**config.mk**
```make
export PLATFORM = sky130hd
export DESIGN_NAME = usb_rx_decoder
export DESIGN_NICKNAME = d
export VERILOG_FILES = /design/src/rtl/usb_pkg.sv /design/src/rtl/usb_rx_decoder_line.sv /design/src/rtl/usb_rx_decoder.sv
export SDC_FILE = /design/constraint.sdc
export NUM_CORES = 1
export LEC_CHECK = 0
export BUFFER_PORTS_ARGS = -buffer_cell sky130_fd_sc_hd__buf_2
export CAP_MARGIN = 20
export CORE_ASPECT_RATIO = 0.5
export CORE_MARGIN = 1
export CORE_UTILIZATION = 54
export CTS_CLUSTER_SIZE = 20
export DETAILED_ROUTE_END_ITERATION = 6
export GPL_TIMING_DRIVEN = 0
export PLACE_DENSITY = 0.76
export SYNTH_ARGS = -nofsm -noshare
export SYNTH_HDL_FRONTEND = slang
export SYNTH_SLANG_ARGS = --single-unit
```
**constraint.sdc**
```tcl
create_clock -name clk -period 3.2 [get_ports clk]
set_input_delay 0.32 -clock clk [delete_from_list [all_inputs] [get_ports clk]]
set_output_delay 0.32 -clock clk [all_outputs]
set_load 0.02 [all_outputs]
```
**src/rtl/usb_pkg.sv**
```systemverilog
// USB receive-side shared types: PID codes, line levels, SYNC
// pattern and the CRC5/CRC16 parameters used by both directions.
package usb_pkg;

  typedef enum logic [3:0] {
    PID_OUT   = 4'b0001,
    PID_IN    = 4'b1001,
    PID_SETUP = 4'b1101,
    PID_DATA0 = 4'b0011,
    PID_DATA1 = 4'b1011,
    PID_ACK   = 4'b0010,
    PID_NAK   = 4'b1010,
    PID_STALL = 4'b1110
  } pid_t;

  typedef enum logic [1:0] {
    BODY_NONE,
    BODY_TOKEN,
    BODY_DATA
  } body_t;

  typedef struct packed {
    logic v;
    logic b;
    logic se0;
    logic j;
    logic k;
    logic serr;
  } rx_bit_t;

  // {dp, dm}
  localparam logic [1:0] LINE_J   = 2'b10;
  localparam logic [1:0] LINE_K   = 2'b01;
  localparam logic [1:0] LINE_SE0 = 2'b00;

  localparam logic [7:0] SYNC_PAT = 8'b1000_0000;

  localparam logic [4:0]  CRC5_POLY  = 5'h05;
  localparam logic [4:0]  CRC5_INIT  = 5'h1F;
  localparam logic [4:0]  CRC5_RES   = 5'b01100;
  localparam logic [15:0] CRC16_POLY = 16'h8005;
  localparam logic [15:0] CRC16_INIT = 16'hFFFF;
  localparam logic [15:0] CRC16_RES  = 16'h800D;

  function automatic logic [4:0] crc5_step(
    input logic [4:0] c,
    input logic       b
  );
    logic fb;
    fb = b ^ c[4];
    return {c[3:0], 1'b0} ^ (fb ? CRC5_POLY : 5'h00);
  endfunction

  function automatic logic [15:0] crc16_step(
    input logic [15:0] c,
    input logic        b
  );
    logic fb;
    fb = b ^ c[15];
    return {c[14:0], 1'b0} ^ (fb ? CRC16_POLY : 16'h0000);
  endfunction

  function automatic body_t pid_body(input logic [3:0] p);
    body_t r;
    r = BODY_NONE;
    if (p == PID_OUT || p == PID_IN || p == PID_SETUP)
      r = BODY_TOKEN;
    else if (p == PID_DATA0 || p == PID_DATA1)
      r = BODY_DATA;
    return r;
  endfunction

  function automatic logic pid_known(input logic [3:0] p);
    return p == PID_OUT   || p == PID_IN   ||
           p == PID_SETUP || p == PID_DATA0 ||
           p == PID_DATA1 || p == PID_ACK  ||
           p == PID_NAK   || p == PID_STALL;
  endfunction

endpackage

```
**src/rtl/usb_rx_decoder_line.sv**
```systemverilog
// Line front-end: J/K/SE0 decode, NRZI decode and bit unstuffing.
// Outputs are combinational from the current sample and local state.
module usb_nrzi_unstuff
  import usb_pkg::*;
#(
  parameter int STUFF_RUN = 6
) (
  input  logic    clk,
  input  logic    rst,
  input  logic    rx_en,
  input  logic    unstuff_en,
  input  logic    dp_in,
  input  logic    dm_in,
  output rx_bit_t rx
);

  localparam int CW = $clog2(STUFF_RUN + 1);

  logic          prev_q, prev_d;
  logic [CW-1:0] cnt_q, cnt_d;
  logic          dbit;

  always_comb begin
    rx     = '0;
    prev_d = prev_q;
    cnt_d  = unstuff_en ? cnt_q : '0;
    dbit   = (dp_in == prev_q);
    if (!rx_en) begin
      prev_d = 1'b1;
      cnt_d  = '0;
    end else if (dp_in == dm_in) begin
      // SE1 is folded into SE0; line state is not tracked through it
      rx.se0 = 1'b1;
    end else begin
      prev_d = dp_in;
      rx.j   = dp_in;
      rx.k   = !dp_in;
      rx.b   = dbit;
      if (!unstuff_en) begin
        rx.v = 1'b1;
      end else if (cnt_q == CW'(STUFF_RUN)) begin
        cnt_d   = '0;
        rx.serr = dbit;
      end else begin
        rx.v  = 1'b1;
        cnt_d = dbit ? cnt_q + CW'(1) : '0;
      end
    end
  end

  always_ff @(posedge clk or posedge rst) begin
    if (rst) begin
      prev_q <= 1'b1;
      cnt_q  <= '0;
    end else begin
      prev_q <= prev_d;
      cnt_q  <= cnt_d;
    end
  end

endmodule

```
**src/rtl/usb_rx_decoder.sv**
```systemverilog
// USB receive decoder: packet FSM, field shifter, CRC checkers
// and the two-byte holdback that strips CRC16 from payload.
module usb_rx_decoder
  import usb_pkg::*;
#(
  parameter int MAX_BYTES = 8,
  parameter int STUFF_RUN = 6
) (
  input  logic       clk,
  input  logic       rst,
  input  logic       rx_en,
  input  logic       dp_in,
  input  logic       dm_in,
  output logic       pkt_start,
  output logic [3:0] pid,
  output logic       pid_valid,
  output logic [6:0] tok_addr,
  output logic [3:0] tok_endp,
  output logic       tok_valid,
  output logic [7:0] byte_data,
  output logic       byte_valid,
  output logic       pkt_done,
  output logic       pid_err,
  output logic       crc_err,
  output logic       stuff_err,
  output logic       len_err,
  output logic       rx_busy
);

  typedef enum logic [2:0] {
    S_IDLE, S_SYNC, S_PID, S_BODY, S_EOP, S_ERR
  } state_t;

  state_t      state_q, state_d;
  body_t       body_q, body_d;
  logic [15:0] sr_q, sr_d;
  logic [2:0]  bcnt_q, bcnt_d;
  logic [3:0]  nbytes_q, nbytes_d;
  logic [1:0]  nbuf_q, nbuf_d;
  logic [7:0]  b0_q, b0_d, b1_q, b1_d;
  logic [4:0]  crc5_q, crc5_d;
  logic [15:0] crc16_q, crc16_d;
  logic [1:0]  eop_q, eop_d;

  logic       pkt_start_q, pkt_start_d;
  logic [3:0] pid_q, pid_d;
  logic       pid_valid_q, pid_valid_d;
  logic [6:0] tok_addr_q, tok_addr_d;
  logic [3:0] tok_endp_q, tok_endp_d;
  logic       tok_valid_q, tok_valid_d;
  logic [7:0] byte_data_q, byte_data_d;
  logic       byte_valid_q, byte_valid_d;
  logic       pkt_done_q, pkt_done_d;
  logic       pid_err_q, pid_err_d;
  logic       crc_err_q, crc_err_d;
  logic       stuff_err_q, stuff_err_d;
  logic       len_err_q, len_err_d;

  rx_bit_t     rxb;
  logic        unstuff_en;
  logic [15:0] shifted;
  logic        byte_done;
  logic        len_bad;
  logic        crc_bad;
  logic [7:0]  pbyte;

  assign unstuff_en = (state_q == S_PID) || (state_q == S_BODY);

  usb_nrzi_unstuff #(
    .STUFF_RUN(STUFF_RUN)
  ) u_line (
    .clk       (clk),
    .rst       (rst),
    .rx_en     (rx_en),
    .unstuff_en(unstuff_en),
    .dp_in     (dp_in),
    .dm_in     (dm_in),
    .rx        (rxb)
  );

  always_comb begin
    state_d  = state_q;
    body_d   = body_q;
    sr_d     = sr_q;
    bcnt_d   = bcnt_q;
    nbytes_d = nbytes_q;
    nbuf_d   = nbuf_q;
    b0_d     = b0_q;
    b1_d     = b1_q;
    crc5_d   = crc5_q;
    crc16_d  = crc16_q;
    eop_d    = eop_q;

    pkt_start_d  = 1'b0;
    pid_d        = pid_q;
    pid_valid_d  = 1'b0;
    tok_addr_d   = tok_addr_q;
    tok_endp_d   = tok_endp_q;
    tok_valid_d  = 1'b0;
    byte_data_d  = byte_data_q;
    byte_valid_d = 1'b0;
    pkt_done_d   = 1'b0;
    pid_err_d    = pid_err_q;
    crc_err_d    = crc_err_q;
    stuff_err_d  = stuff_err_q;
    len_err_d    = len_err_q;

    shifted   = {rxb.b, sr_q[15:1]};
    byte_done = rxb.v && (bcnt_q == 3'd7);
    pbyte     = shifted[15:8];

    len_bad = (bcnt_q != 3'd0);
    crc_bad = 1'b0;
    if (body_q == BODY_TOKEN) begin
      len_bad = len_bad || (nbytes_q != 4'd2);
      crc_bad = (crc5_q != CRC5_RES);
    end else if (body_q == BODY_DATA) begin
      // last two bytes are always the CRC16
      len_bad = len_bad || (nbytes_q < 4'd2) ||
                (int'(nbytes_q) > MAX_BYTES + 2);
      crc_bad = (crc16_q != CRC16_RES);
    end else begin
      len_bad = len_bad || (nbytes_q != 4'd0);
    end

    unique case (state_q)
      S_IDLE: begin
        if (rxb.k) begin
          state_d = S_SYNC;
          sr_d    = shifted;
          bcnt_d  = 3'd1;
        end
      end
      S_SYNC: begin
        if (rxb.se0) begin
          state_d = S_ERR;
          eop_d   = 2'd1;
        end else if (rxb.v) begin
          sr_d   = shifted;
          bcnt_d = bcnt_q + 3'd1;
          if (byte_done) begin
            eop_d = 2'd0;
            if (pbyte == SYNC_PAT) begin
              state_d     = S_PID;
              pkt_start_d = 1'b1;
              pid_err_d   = 1'b0;
              crc_err_d   = 1'b0;
              stuff_err_d = 1'b0;
              len_err_d   = 1'b0;
            end else begin
              state_d = S_ERR;
            end
          end
        end
      end
      S_PID: begin
        if (rxb.se0) begin
          state_d = S_ERR;
          eop_d   = 2'd1;
        end else if (rxb.serr) begin
          state_d     = S_ERR;
          stuff_err_d = 1'b1;
        end else if (rxb.v) begin
          sr_d   = shifted;
          bcnt_d = bcnt_q + 3'd1;
          if (byte_done) begin
            if (pbyte[3:0] == ~pbyte[7:4] &&
                pid_known(pbyte[3:0])) begin
              state_d     = S_BODY;
              pid_d       = pbyte[3:0];
              pid_valid_d = 1'b1;
              body_d      = pid_body(pbyte[3:0]);
              nbytes_d    = 4'd0;
              nbuf_d      = 2'd0;
              crc5_d      = CRC5_INIT;
              crc16_d     = CRC16_INIT;
            end else begin
              state_d   = S_ERR;
              pid_err_d = 1'b1;
            end
          end
        end
      end
      S_BODY: begin
        if (rxb.se0) begin
          state_d   = S_EOP;
          eop_d     = 2'd1;
          len_err_d = len_err_q || len_bad;
          crc_err_d = crc_err_q || crc_bad;
        end else if (rxb.serr) begin
          state_d     = S_ERR;
          stuff_err_d = 1'b1;
        end else if (rxb.v) begin
          sr_d    = shifted;
          bcnt_d  = bcnt_q + 3'd1;
          crc5_d  = crc5_step(crc5_q, rxb.b);
          crc16_d = crc16_step(crc16_q, rxb.b);
          if (byte_done) begin
            if (nbytes_q != 4'hF)
              nbytes_d = nbytes_q + 4'd1;
            if (body_q == BODY_DATA) begin
              if (nbuf_q == 2'd2) begin
                byte_data_d  = b0_q;
                byte_valid_d = 1'b1;
                b0_d         = b1_q;
                b1_d         = pbyte;
              end else if (nbuf_q == 2'd1) begin
                b1_d   = pbyte;
                nbuf_d = 2'd2;
              end else begin
                b0_d   = pbyte;
                nbuf_d = 2'd1;
              end
            end
          end
        end
      end
      S_EOP: begin
        if (rxb.se0) begin
          eop_d = 2'd2;
        end else if (rxb.j && eop_q == 2'd2) begin
          state_d     = S_IDLE;
          eop_d       = 2'd0;
          nbuf_d      = 2'd0;
          pkt_done_d  = 1'b1;
          tok_addr_d  = sr_q[6:0];
          tok_endp_d  = sr_q[10:7];
          tok_valid_d = (body_q == BODY_TOKEN) &&
                        !crc_err_q && !len_err_q;
        end else if (rxb.j || rxb.k) begin
          state_d = S_ERR;
          eop_d   = 2'd0;
        end
      end
      S_ERR: begin
        if (rxb.se0) begin
          eop_d = 2'd1;
        end else if (rxb.j && eop_q != 2'd0) begin
          state_d    = S_IDLE;
          eop_d      = 2'd0;
          nbuf_d     = 2'd0;
          pkt_done_d = 1'b1;
        end else if (rxb.j || rxb.k) begin
          eop_d = 2'd0;
        end
      end
    endcase

    if (!rx_en) begin
      state_d = S_IDLE;
      nbuf_d  = 2'd0;
      eop_d   = 2'd0;
    end
  end

  always_ff @(posedge clk or posedge rst) begin
    if (rst) begin
      state_q      <= S_IDLE;
      body_q       <= BODY_NONE;
      sr_q         <= '0;
      bcnt_q       <= '0;
      nbytes_q     <= '0;
      nbuf_q       <= '0;
      b0_q         <= '0;
      b1_q         <= '0;
      crc5_q       <= CRC5_INIT;
      crc16_q      <= CRC16_INIT;
      eop_q        <= '0;
      pkt_start_q  <= 1'b0;
      pid_q        <= '0;
      pid_valid_q  <= 1'b0;
      tok_addr_q   <= '0;
      tok_endp_q   <= '0;
      tok_valid_q  <= 1'b0;
      byte_data_q  <= '0;
      byte_valid_q <= 1'b0;
      pkt_done_q   <= 1'b0;
      pid_err_q    <= 1'b0;
      crc_err_q    <= 1'b0;
      stuff_err_q  <= 1'b0;
      len_err_q    <= 1'b0;
    end else begin
      state_q      <= state_d;
      body_q       <= body_d;
      sr_q         <= sr_d;
      bcnt_q       <= bcnt_d;
      nbytes_q     <= nbytes_d;
      nbuf_q       <= nbuf_d;
      b0_q         <= b0_d;
      b1_q         <= b1_d;
      crc5_q       <= crc5_d;
      crc16_q      <= crc16_d;
      eop_q        <= eop_d;
      pkt_start_q  <= pkt_start_d;
      pid_q        <= pid_d;
      pid_valid_q  <= pid_valid_d;
      tok_addr_q   <= tok_addr_d;
      tok_endp_q   <= tok_endp_d;
      tok_valid_q  <= tok_valid_d;
      byte_data_q  <= byte_data_d;
      byte_valid_q <= byte_valid_d;
      pkt_done_q   <= pkt_done_d;
      pid_err_q    <= pid_err_d;
      crc_err_q    <= crc_err_d;
      stuff_err_q  <= stuff_err_d;
      len_err_q    <= len_err_d;
    end
  end

  assign pkt_start  = pkt_start_q;
  assign pid        = pid_q;
  assign pid_valid  = pid_valid_q;
  assign tok_addr   = tok_addr_q;
  assign tok_endp   = tok_endp_q;
  assign tok_valid  = tok_valid_q;
  assign byte_data  = byte_data_q;
  assign byte_valid = byte_valid_q;
  assign pkt_done   = pkt_done_q;
  assign pid_err    = pid_err_q;
  assign crc_err    = crc_err_q;
  assign stuff_err  = stuff_err_q;
  assign len_err    = len_err_q;
  assign rx_busy    = (state_q != S_IDLE);

endmodule

```
======== Word level (Yosys, flattened, before mapping) ========
Cells that the tools add are included.
W data, S select, Z words.
cells by class
  add/subtract/negate cells ............... 3
  multipliers ............................. 0
  divide/modulo/power cells ............... 0
  magnitude comparators ................... 2
  equal/unequal tests ..................... 75
  shift operators ......................... 0
  muxes and demuxes ....................... 159
  bitwise operators ....................... 7
  reduce and logical (&&, ||, !) cells .... 51
operators with widths
  cell                    count
  $mux W16                14
  $mux W3                 30
  $mux W2                 30
  $mux W1                 49
  $pmux W16 S3            1
  $ne A3 B3 Y1 const B    14
  $mux W4                 10
  $mux W5                 8
  $ne A2 B2 Y1 const B    19
  $mux W8                 4
  $pmux W16 S2            1
  $reduce_and A7 Y1       4
  $eq A4 B4 Y1 const B    5
  $ne A4 B4 Y1 const B    5
  $reduce_and A10 Y1      2
  $pmux W3 S6             1
  $logic_or A1 B1 Y1      16
  $ne A16 B16 Y1 const B  1
  $pmux W2 S4             2
  $reduce_and A16 Y1      1
  $xor A16 B16 Y16        1
  $eq A3 B3 Y1 const B    4
  $reduce_and A6 Y1       2
  $reduce_bool A2 Y1      6
  40 further kinds        67
word-level totals
  bits in registers ....................... 105
  bits in latches ......................... 0
  RAM bits ................................ 0
  bits in read-only memories .............. 0
  output and inout port bits .............. 33
  memories ................................ 0

======== Logic depth before layout (Yosys ltp) ========
Gate-level depths: netlist (run 1).
  depth in word-level cells ............... 16
  depth in mapped cells ................... 9
  depth with buffers taken out ............ 7

======== Cells and area by module ========
Synthesis (run 1) repeated with hierarchy kept, for this count alone.
second synthesis, totals
  cell total of the unflattened synthesis .. 481
  area, all modules ....................... 5242.5 um2
modules (own cells, without submodules)
  module            instances  cells an instance  area each (um2)  seq. area each (um2)
  usb_rx_decoder    1          446                4932.2           2553.7
  usb_nrzi_unstuff  1          35                 310.3            101.3

======== Worst setup path before layout (run 1) ========
Ideal clock, no wire load.
  path type ............................... input port to flip-flop
  start ................................... input dp_in
  end ..................................... register body_q[0]
  arrival time ............................ 2.392 ns
  required time ........................... 3.075 ns
  path slack .............................. 0.683 ns
  cell stages on the path ................. 8
  cell sequence ........................... inv_1 -> ha_1 -> nand2b_1 -> or4_4 -> a221oi_2 -> and4_1 -> buf_6 -> mux2_4
on the way
  longest elaborated chain between the ends .. 7
  elaborated cells on any way between the ends .. 15
RTL lines
  item                                               RTL line                                              RTL
  start: declaration                                 usb_rx_decoder.sv:12                                  input logic dp_in,
  $eq A1 B1 Y1 (on tied branches)                    usb_rx_decoder_line.sv:27, usb_rx_decoder_line.sv:31
  $mux W2 or $mux W1 (tied branches)                 usb_rx_decoder_line.sv:31, usb_rx_decoder_line.sv:41
  $mux W6 *                                          usb_rx_decoder_line.sv:28                             if (!rx_en) begin
  $not A4 Y4 or $mux W3 (tied branches)              usb_rx_decoder.sv:167, usb_rx_decoder_line.sv:31
  $eq A4 B4 Y1 or $mux W6 (tied branches)            usb_rx_decoder.sv:167, usb_rx_decoder_line.sv:28
  $logic_and A1 B1 Y1 or $not A1 Y1 (tied branches)  --
  $reduce_and A6 Y1 (no source line) *               --
  end signal: assignment                             usb_rx_decoder.sv:284                                 body_q <= body_d;
  end: declaration                                   usb_rx_decoder.sv:35                                  body_t body_q, body_d;
Mark *: on every way between the ends. The rest lies on a longest branch, timed or not.
A chain may end at the register's enable or synchronous reset.

======== Worst setup path after layout (run 1) ========
  start ................................... register u_line.prev_q
  end ..................................... register crc16_q[3]
on the way
  longest elaborated chain between the ends .. 8
  elaborated cells on any way between the ends .. 13
RTL lines
  item                                  RTL line                   RTL
  start: declaration                    usb_rx_decoder_line.sv:19  logic prev_q, prev_d;
  start signal: assignment              usb_rx_decoder_line.sv:56  prev_q <= prev_d;
  $eq A1 B1 Y1 *                        usb_rx_decoder_line.sv:27  dbit = (dp_in == prev_q);
  $mux W2                               usb_rx_decoder_line.sv:31  end else if (dp_in == dm_in) begin
  $mux W6 *                             usb_rx_decoder_line.sv:28
  $not A4 Y4                            usb_rx_decoder.sv:167      if (pbyte[3:0] == ~pbyte[7:4] &&
  $eq A4 B4 Y1                          usb_rx_decoder.sv:167
  $logic_and A1 B1 Y1                   usb_rx_decoder.sv:167
  $ne A2 B1 Y1 (no source line)         --
  $reduce_and A9 Y1 (no source line) *  --
  end signal: assignment                usb_rx_decoder.sv:292      crc16_q <= crc16_d;
  end: declaration                      usb_rx_decoder.sv:42       logic [15:0] crc16_q, crc16_d;
Marked as above.

==> impl_metrics.json, run 1 <==
{
  "result_of_the_run": "complete, no violations",
  "worst_skew_pair.late_latency_ns": 0.36,
  "total_routing_usage_gr_pct": 24.8,
  "grt_pass1_wl_mm": 19.0,
  "cts_tree": "built",
  "cell_with_the_most_instances_after_synthesis": "sky130_fd_sc_hd__dfrtp_1",
  "place_area_sq_mm": 0.00558,
  "fillerInstances": 699,
  "detailedRoute.firstIterationViolations": 262,
  "comb_power_share_pct": 23.8,
  "synth_compound_area_share_pct": 14.3,
  "final.period_utilization_pct": 84.9,
  "critical_path_startpoint_category": "flop",
  "synth_mux_area_share_pct": 13.2,
  "cp_max_fo": 10,
  "critPathSlowestCell": "sky130_fd_sc_hd__dfstp_2",
  "cp_top_family": "compound AO/OA/AOI/OAI gates",
  "drv.max_cap_violation_count": 0,
  "fin_crit_ns": 2.72,
  "netSwitchingPower_uw": 1200,
  "maximum_operating_frequency_ghz": 0.368,
  "clk_root_buffer_cell": "sky130_fd_sc_hd__clkbuf_16",
  "timing.setup.critical_path_class": "flop to flop",
  "floorplan.core_area_sq_mm": 0.00904,
  "tightestPinTransition_ns": 0.934,
  "yosysWarningCount": 0,
  "clock_skew_ns": 0.0109,
  "cp.buffers_inverters": 1,
  "synth-simple-area-share_pct": 12.8,
  "dp.final_hpwl_mm": 7.96,
  "grt_start_max_net_pins": 65,
  "switching_portion_of_total_power_pct": 33.0,
  "synth_area_sq_mm": 0.00521,
  "asyncSetResetFlopFracSynth_pct": 100,
  "ioPinCount": 38,
  "critPathRequiredTime_ns": 3.48,
  "floorplan.rows": 24,
  "cts_num_sinks": 105,
  "post_synth_main_area_contributors": "sky130_fd_sc_hd__dfrtp_1 (40%), sky130_fd_sc_hd__dfstp_2 (11%), sky130_fd_sc_hd__mux2_2 (9.7%)",
  "number_of_enable_type_register_cells_in_the_synthesized_netlist": 0,
  "grt_overflow": 0,
  "routed_via_density": 5.77,
  "postCtsResizedCells": 0,
  "final_cell_area_sq_mm": 0.00587,
  "clock_power_share_pct": 29.4,
  "postCtsHoldBufs": 0,
  "synthAdderAreaFrac_pct": 3.12,
  "die_width_microns": 141,
  "antenna_diode_count": 0,
  "vdd_ir_drop_max_uv": 302,
  "synth_top_family_by_area": "compound AO/OA/AOI/OAI gates",
  "power.sequential.fraction_pct": 46.7,
  "critical_path.cell_chain": "xor2_1 > o21ai_0 > a221oi_2 > a21oi_2 > clkbuf_1 > a21oi_1",
  "finalHoldViolCount": 0,
  "slowest_delay_ns": 0.56,
  "ys.flop_type": "sky130_fd_sc_hd__dfrtp_1",
  "avgRoutedWirePerCell_microns": 17.4,
  "detail_route.first_pass.iterations": 5,
  "netlist.top_cell.by_area": "sky130_fd_sc_hd__dfrtp_1",
  "postCtsSetupRepairBufs": 0,
  "fin_tns_setup_ns": 0,
  "grt_pass1_vias": 3710,
  "seq_area_frac_synth_pct": 51.0,
  "route.detailed.drc": 0,
  "synth.ff_latch_count": 105,
  "antenna_violating_nets_post_route": 0,
  "num-nets-final": 547,
  "synth_largest_type_area_fraction_pct": 39.9,
  "cts.htree.levels": 3,
  "max-clock-path-buffers": 2,
  "report.final.slew_viol_count": 0,
  "gp_congestion": 0.972,
  "static_leakage_uw": 0.00270,
  "placedCellCount": 648,
  "finalSetupViolCount": 0,
  "hp-class": "input port to asynchronous set/reset pin",
  "unrepaired_setup_endpoints_after_global_routing": "false",
  "post_synth_inst_count": 480,
  "cellInternalPower_uw": 2440,
  "areaGrowthSynthToFinish_pct": 12.7,
  "clk_pin_slew_worst_paths_ns": 0.07,
  "floorplan.initialDensity_pct": 57.6,
  "post_synth_most_frequent_cells": "sky130_fd_sc_hd__dfrtp_1 (83), sky130_fd_sc_hd__a21oi_1 (47), sky130_fd_sc_hd__mux2_2 (45), sky130_fd_sc_hd__inv_1 (37), sky130_fd_sc_hd__nor2_1 (28)",
  "syn_nets": 498,
  "avgSynthCellArea_sq_um": 10.8,
  "numCtsBuffers": 9,
  "drt_wl_total_mm": 11.5,
  "data_arrival_time_of_the_worst_path_ns": 3.00,
  "endpoint_class_of_the_critical_path": "flop",
  "final_cells": 663,
  "worst_slew_margin_rel_pct": 37.2,
  "power_per_cell_area_mw_per_mm2": 620,
  "vias": 3826,
  "die_y_microns": 71.4,
  "dieArea_sq_mm": 0.0101,
  "distinct_cell_type_count_after_synthesis": 60,
  "post_synth_xor_area_fraction_pct": 1.01,
  "post_route_cells_drive_above_1_share_pct": 27.6,
  "antenna_found_initial": 0,
  "place.port_buffers": 37
}
## registers in the layout (all words and copies together) (netlist names), 4 cells and up
name       count
tok_endp       4
sr_q          16
crc16_q       16
b1_q           8
byte_data      8
b0_q           8
tok_addr       7
nbytes_q       4
crc5_q         5
pid            4
## power by group through the flow
stage          sequential, uW  clock, uW  combinational, uW
3_3_place_gp             1710          0                832
3_5_place_dp             1720          0                853
5_1_grt                  1730       1140                959
2_1_floorplan            1680          0                660
6_report                 1700       1070                866
4_1_cts                  1700       1090                861
## area by class of cell
type                    instances  area (sq um)  area share [%]
multi-input cells             315          2310            39.4
inverters                      37           141            2.41
clock buffers                   9           225            3.84
repair buffers                 38           213            3.63
well taps                     130           163            2.77
clock inverters                 6          56.3           0.960
plain buffers                  23          98.8            1.69
flip-flops and latches        105          2660            45.3
## final timing paths
| kind | from | to | slack, ns | depth (start not counted) |
|---|---|---|---|---|
| min in group clk | dp_in | u_line.prev_q | 0.28 | 3 |
| worst min register to register | crc5_q[0] | crc5_q[0] | 0.48 | 2 |
| max in group asynchronous | rst | crc5_q[0] | 2.49 | 3 |
| worst max register to register | u_line.prev_q | crc16_q[3] | 0.48 | 6 |
| worst min-delay path | rst | u_line.cnt_q[0] | 0.02 | 2 |
| worst max-delay path | u_line.prev_q | crc16_q[3] | 0.48 | 6 |
## cells by family (layout without fill, tap and decap cells)
family / after synthesis / in the layout
AO/OA/AOI/OAI: 117 / 117
XOR/XNOR: 6 / 6
adder cells (fa/ha/maj): 13 / 13
buffers and inverters: 60 / 113
flip-flops: 105 / 105
multiplexers: 60 / 60
AND/OR/NAND/NOR: 119 / 119
## metal layers
layer	vias to the layer above	share of wire [%]	GRT usage, %
li1	1823	-	-
met1	1887	48	34.5
met2	101	44	37.7
met3	15	5.9	7.09
met4	0	1.5	8.33
met5	-	0	0
## metrics by stage
stage	total power [uW]	hold slack, ns	worst slack, ns	util (%)
detailed placement	2570	0.415	0.245	61.8
finish	3640	0.0238	0.485	64.9
floorplan	2340	0.456	0.156	-
global placement	2550	0.459	-1.11	61.4
CTS	3650	0.0311	0.526	64.9
global route	3830	0.0637	0.277	64.9
## cell usage in the layout, fill, tap and decap left out, types with 3 or more instances in the layout
master,count
sky130_fd_sc_hd__o22ai_1,19
sky130_fd_sc_hd__o221a_2,3
sky130_fd_sc_hd__dfrtp_1,83
sky130_fd_sc_hd__a31oi_1,3
sky130_fd_sc_hd__inv_6,3
sky130_fd_sc_hd__o211ai_1,4
sky130_fd_sc_hd__buf_2,41
sky130_fd_sc_hd__nand2b_1,7
sky130_fd_sc_hd__mux2_4,6
sky130_fd_sc_hd__nand2_1,24
sky130_fd_sc_hd__nor4b_1,3
sky130_fd_sc_hd__mux2i_1,9
sky130_fd_sc_hd__nand4_1,3
sky130_fd_sc_hd__a21oi_1,47
sky130_fd_sc_hd__nand3_1,11
sky130_fd_sc_hd__dfstp_2,22
sky130_fd_sc_hd__ha_1,13
sky130_fd_sc_hd__nor4_1,6
sky130_fd_sc_hd__o21ai_0,14
sky130_fd_sc_hd__nor2b_1,6
sky130_fd_sc_hd__o221ai_1,3
sky130_fd_sc_hd__nor3b_1,3
sky130_fd_sc_hd__clkbuf_1,16
sky130_fd_sc_hd__clkbuf_16,9
sky130_fd_sc_hd__xnor2_1,5
sky130_fd_sc_hd__nor3_1,6
sky130_fd_sc_hd__mux2_2,45
sky130_fd_sc_hd__nor2_1,28
sky130_fd_sc_hd__inv_1,36
Note: power is estimated with default switching activity, not from simulation.
==> run 2: changes to the inputs <==
==> constraint.sdc (replaced) <==
create_clock -name clk -period 2.4 [get_ports clk]
set_input_delay 0.24 -clock clk [delete_from_list [all_inputs] [get_ports clk]]
set_output_delay 0.24 -clock clk [all_outputs]
set_load 0.02 [all_outputs]
==> run 2 against run 1 <==
Against the previous run:
- the run now ends with setup timing left
- clock skew about the same
- global-route usage up 0.22 points
- clock power up 46%
- sequential share of layout area down 1.7 points
- register-to-register slack worse by 0.52 ns
- cell count up 1.7%
- power up 38%
- sequential power up 34%
- non-clock buffer count up 10
- count of clock-buffer cells in the layout up 1
- maximum frequency up 12%
- critical endpoint is now pid[2]
- largest cell class unchanged
==> impl_metrics.json, run 2 (synthesis gave the netlist of run 1 again) <==
{
  "die_y_microns": 71.4,
  "tightestPinTransition_ns": 0.695,
  "cts_num_sinks": 105,
  "drv.max_cap_violation_count": 0,
  "finalSetupViolCount": 6,
  "gp_congestion": 0.935,
  "route.detailed.drc": 0,
  "fin_crit_ns": 2.43,
  "most-common-layout-cells": "sky130_fd_sc_hd__dfrtp_1 (83), sky130_fd_sc_hd__a21oi_1 (47), sky130_fd_sc_hd__mux2_2 (45), sky130_fd_sc_hd__buf_2 (42), sky130_fd_sc_hd__inv_1 (35)",
  "data_arrival_time_of_the_worst_path_ns": 2.67,
  "pre_cts_slack_ns": -0.411,
  "power.sequential.fraction_pct": 45.3,
  "clock_skew_ns": 0.0109,
  "most_common_cell_after_layout_fill_and_taps_aside": "sky130_fd_sc_hd__dfrtp_1",
  "comb_power_share_pct": 23.6,
  "total_routing_usage_gr_pct": 25.0,
  "dp.final_hpwl_mm": 7.90,
  "antenna_found_initial": 0,
  "place.port_buffers": 37,
  "grt_start_max_net_pins": 43,
  "fin_hold_ws_ns": 0.254,
  "r2r_start": "u_line.cnt_q[1]",
  "cellInternalPower_uw": 3400,
  "detailedRoute.firstIterationViolations": 244,
  "cts.htree.levels": 3,
  "clock_power_share_pct": 31.1,
  "detail_route.first_pass.iterations": 5,
  "dieArea_sq_mm": 0.0101,
  "grt_pass1_wl_mm": 19.4,
  "worst_skew_pair.late_latency_ns": 0.35,
  "finalHoldViolCount": 0,
  "cts_tree": "built",
  "numCtsBuffers": 9,
  "die_width_microns": 141,
  "drt_wl_total_mm": 11.6,
  "endpoint_class_of_the_critical_path": "flop",
  "floorplan.core_area_sq_mm": 0.00904,
  "maximum_operating_frequency_ghz": 0.411,
  "static_leakage_uw": 0.00283,
  "routed_via_density": 5.92,
  "worst_slew_margin_rel_pct": 53.4,
  "vias": 3991,
  "clk_root_buffer_cell": "sky130_fd_sc_hd__clkbuf_16",
  "vdd_ir_drop_max_uv": 409,
  "final_critical_path_setup_slack_ns": -0.0315,
  "critical_path_startpoint_category": "flop",
  "netSwitchingPower_uw": 1630,
  "unrepaired_setup_endpoints_after_global_routing": "true",
  "avgRoutedWirePerCell_microns": 17.2,
  "cp_max_fo": 7,
  "report.final.slew_viol_count": 0,
  "result_of_the_run": "finished, violations left",
  "floorplan.initialDensity_pct": 57.6,
  "areaGrowthSynthToFinish_pct": 16.9,
  "postLayoutCoreUtil_pct": 67.4,
  "fillerInstances": 666,
  "clk_pin_slew_worst_paths_ns": 0.08,
  "switching_portion_of_total_power_pct": 32.4,
  "power_per_cell_area_mw_per_mm2": 826,
  "violations_in_the_final_reports": "setup timing",
  "final.period_utilization_pct": 101,
  "critPathRequiredTime_ns": 2.64,
  "ioPinCount": 38,
  "timing.setup.critical_path_class": "flop to flop",
  "worst_setup_path_startpoint": "u_line.cnt_q[1]",
  "floorplan.rows": 24,
  "post_route_cells_drive_above_1_share_pct": 31.3,
  "grt_overflow": 0,
  "num-nets-final": 557,
  "timing.hold.worst.start": "dp_in",
  "grt_pass1_vias": 3894,
  "hp-class": "input port to flop",
  "antenna_diode_count": 0,
  "antenna_violating_nets_post_route": 0,
  "max-clock-path-buffers": 2,
  "reg_top3": "crc16_q x16, sr_q x16"
}
==> run 2: power groups by stage <==
stage	Sequential, uW	Combinational (uW)	Clock [uW]
finish	2280	1190	1560
global route	2310	1310	1650
CTS	2270	1170	1590
detailed placement	2290	1140	0
global placement	2290	1100	0
floorplan	2240	883	0
==> run 2: critical path, cell delays in order, from the launching register on <==
cell	delay [ns]
sky130_fd_sc_hd__dfrtp_1	0.42
sky130_fd_sc_hd__ha_4	0.19
sky130_fd_sc_hd__and4b_4	0.20
sky130_fd_sc_hd__or4_4	0.50
sky130_fd_sc_hd__a221oi_4	0.31
sky130_fd_sc_hd__and4_4	0.38
sky130_fd_sc_hd__mux2_4	0.32
==> run 2: stage by stage <==
| stage | cell area (sq um) | setup TNS, ns | std cells | total power (uW) |
|---|---|---|---|---|
| 2_1_floorplan | 5220 | 0 | 480 | 3120 |
| 3_3_place_gp | 5570 | -11.20 | 647 | 3390 |
| 3_5_place_dp | 5610 | -15.73 | 649 | 3440 |
| 4_1_cts | 6030 | 0 | 670 | 5020 |
| 5_1_grt | 6090 | -0.341 | 674 | 5280 |
| 6_report | 6090 | -0.152 | 674 | 5030 |
==> run 2: metal layers <==
layer  track usage, %  share of wire [%]
met5                0                  0
met4             10.1                1.6
met3             6.02                6.1
met2             38.6                 46
met1             34.5                 47
==> run 2: cell type report <==
cell class / count / area [sq um] / share of cell area (%)
timing repair buffer: 49 / 303 / 4.97
buffer: 22 / 93.8 / 1.54
multi-input combinational: 315 / 2410 / 39.6
tap: 130 / 163 / 2.67
clock inverter: 6 / 83.8 / 1.38
inverter: 37 / 143 / 2.34
sequential: 105 / 2660 / 43.6
clock buffer: 10 / 239 / 3.93
==> run 2: worst paths after layout <==
check / end / slack, ns / depth (start not counted)
worst max-delay path: pid[2] / -0.03 / 6
worst min-delay path: u_line.prev_q / 0.25 / 3
worst max register to register: pid[2] / -0.03 / 6
worst min register to register: crc16_q[7] / 0.49 / 2
max in group asynchronous: crc5_q[1] / 1.17 / 4
min in group asynchronous: bcnt_q[2] / 0.53 / 3
==> run 2: repair_timing <==
item / 4_1_cts / 5_1_grt
endpoints found under the setup margin: 66 / 46
pin swaps: 3 / 3
endpoints found under the hold margin: 26 / 0
hold buffers: 1 / 0
gates resized for setup: 12 / 12
buffers inserted: 4 / 5
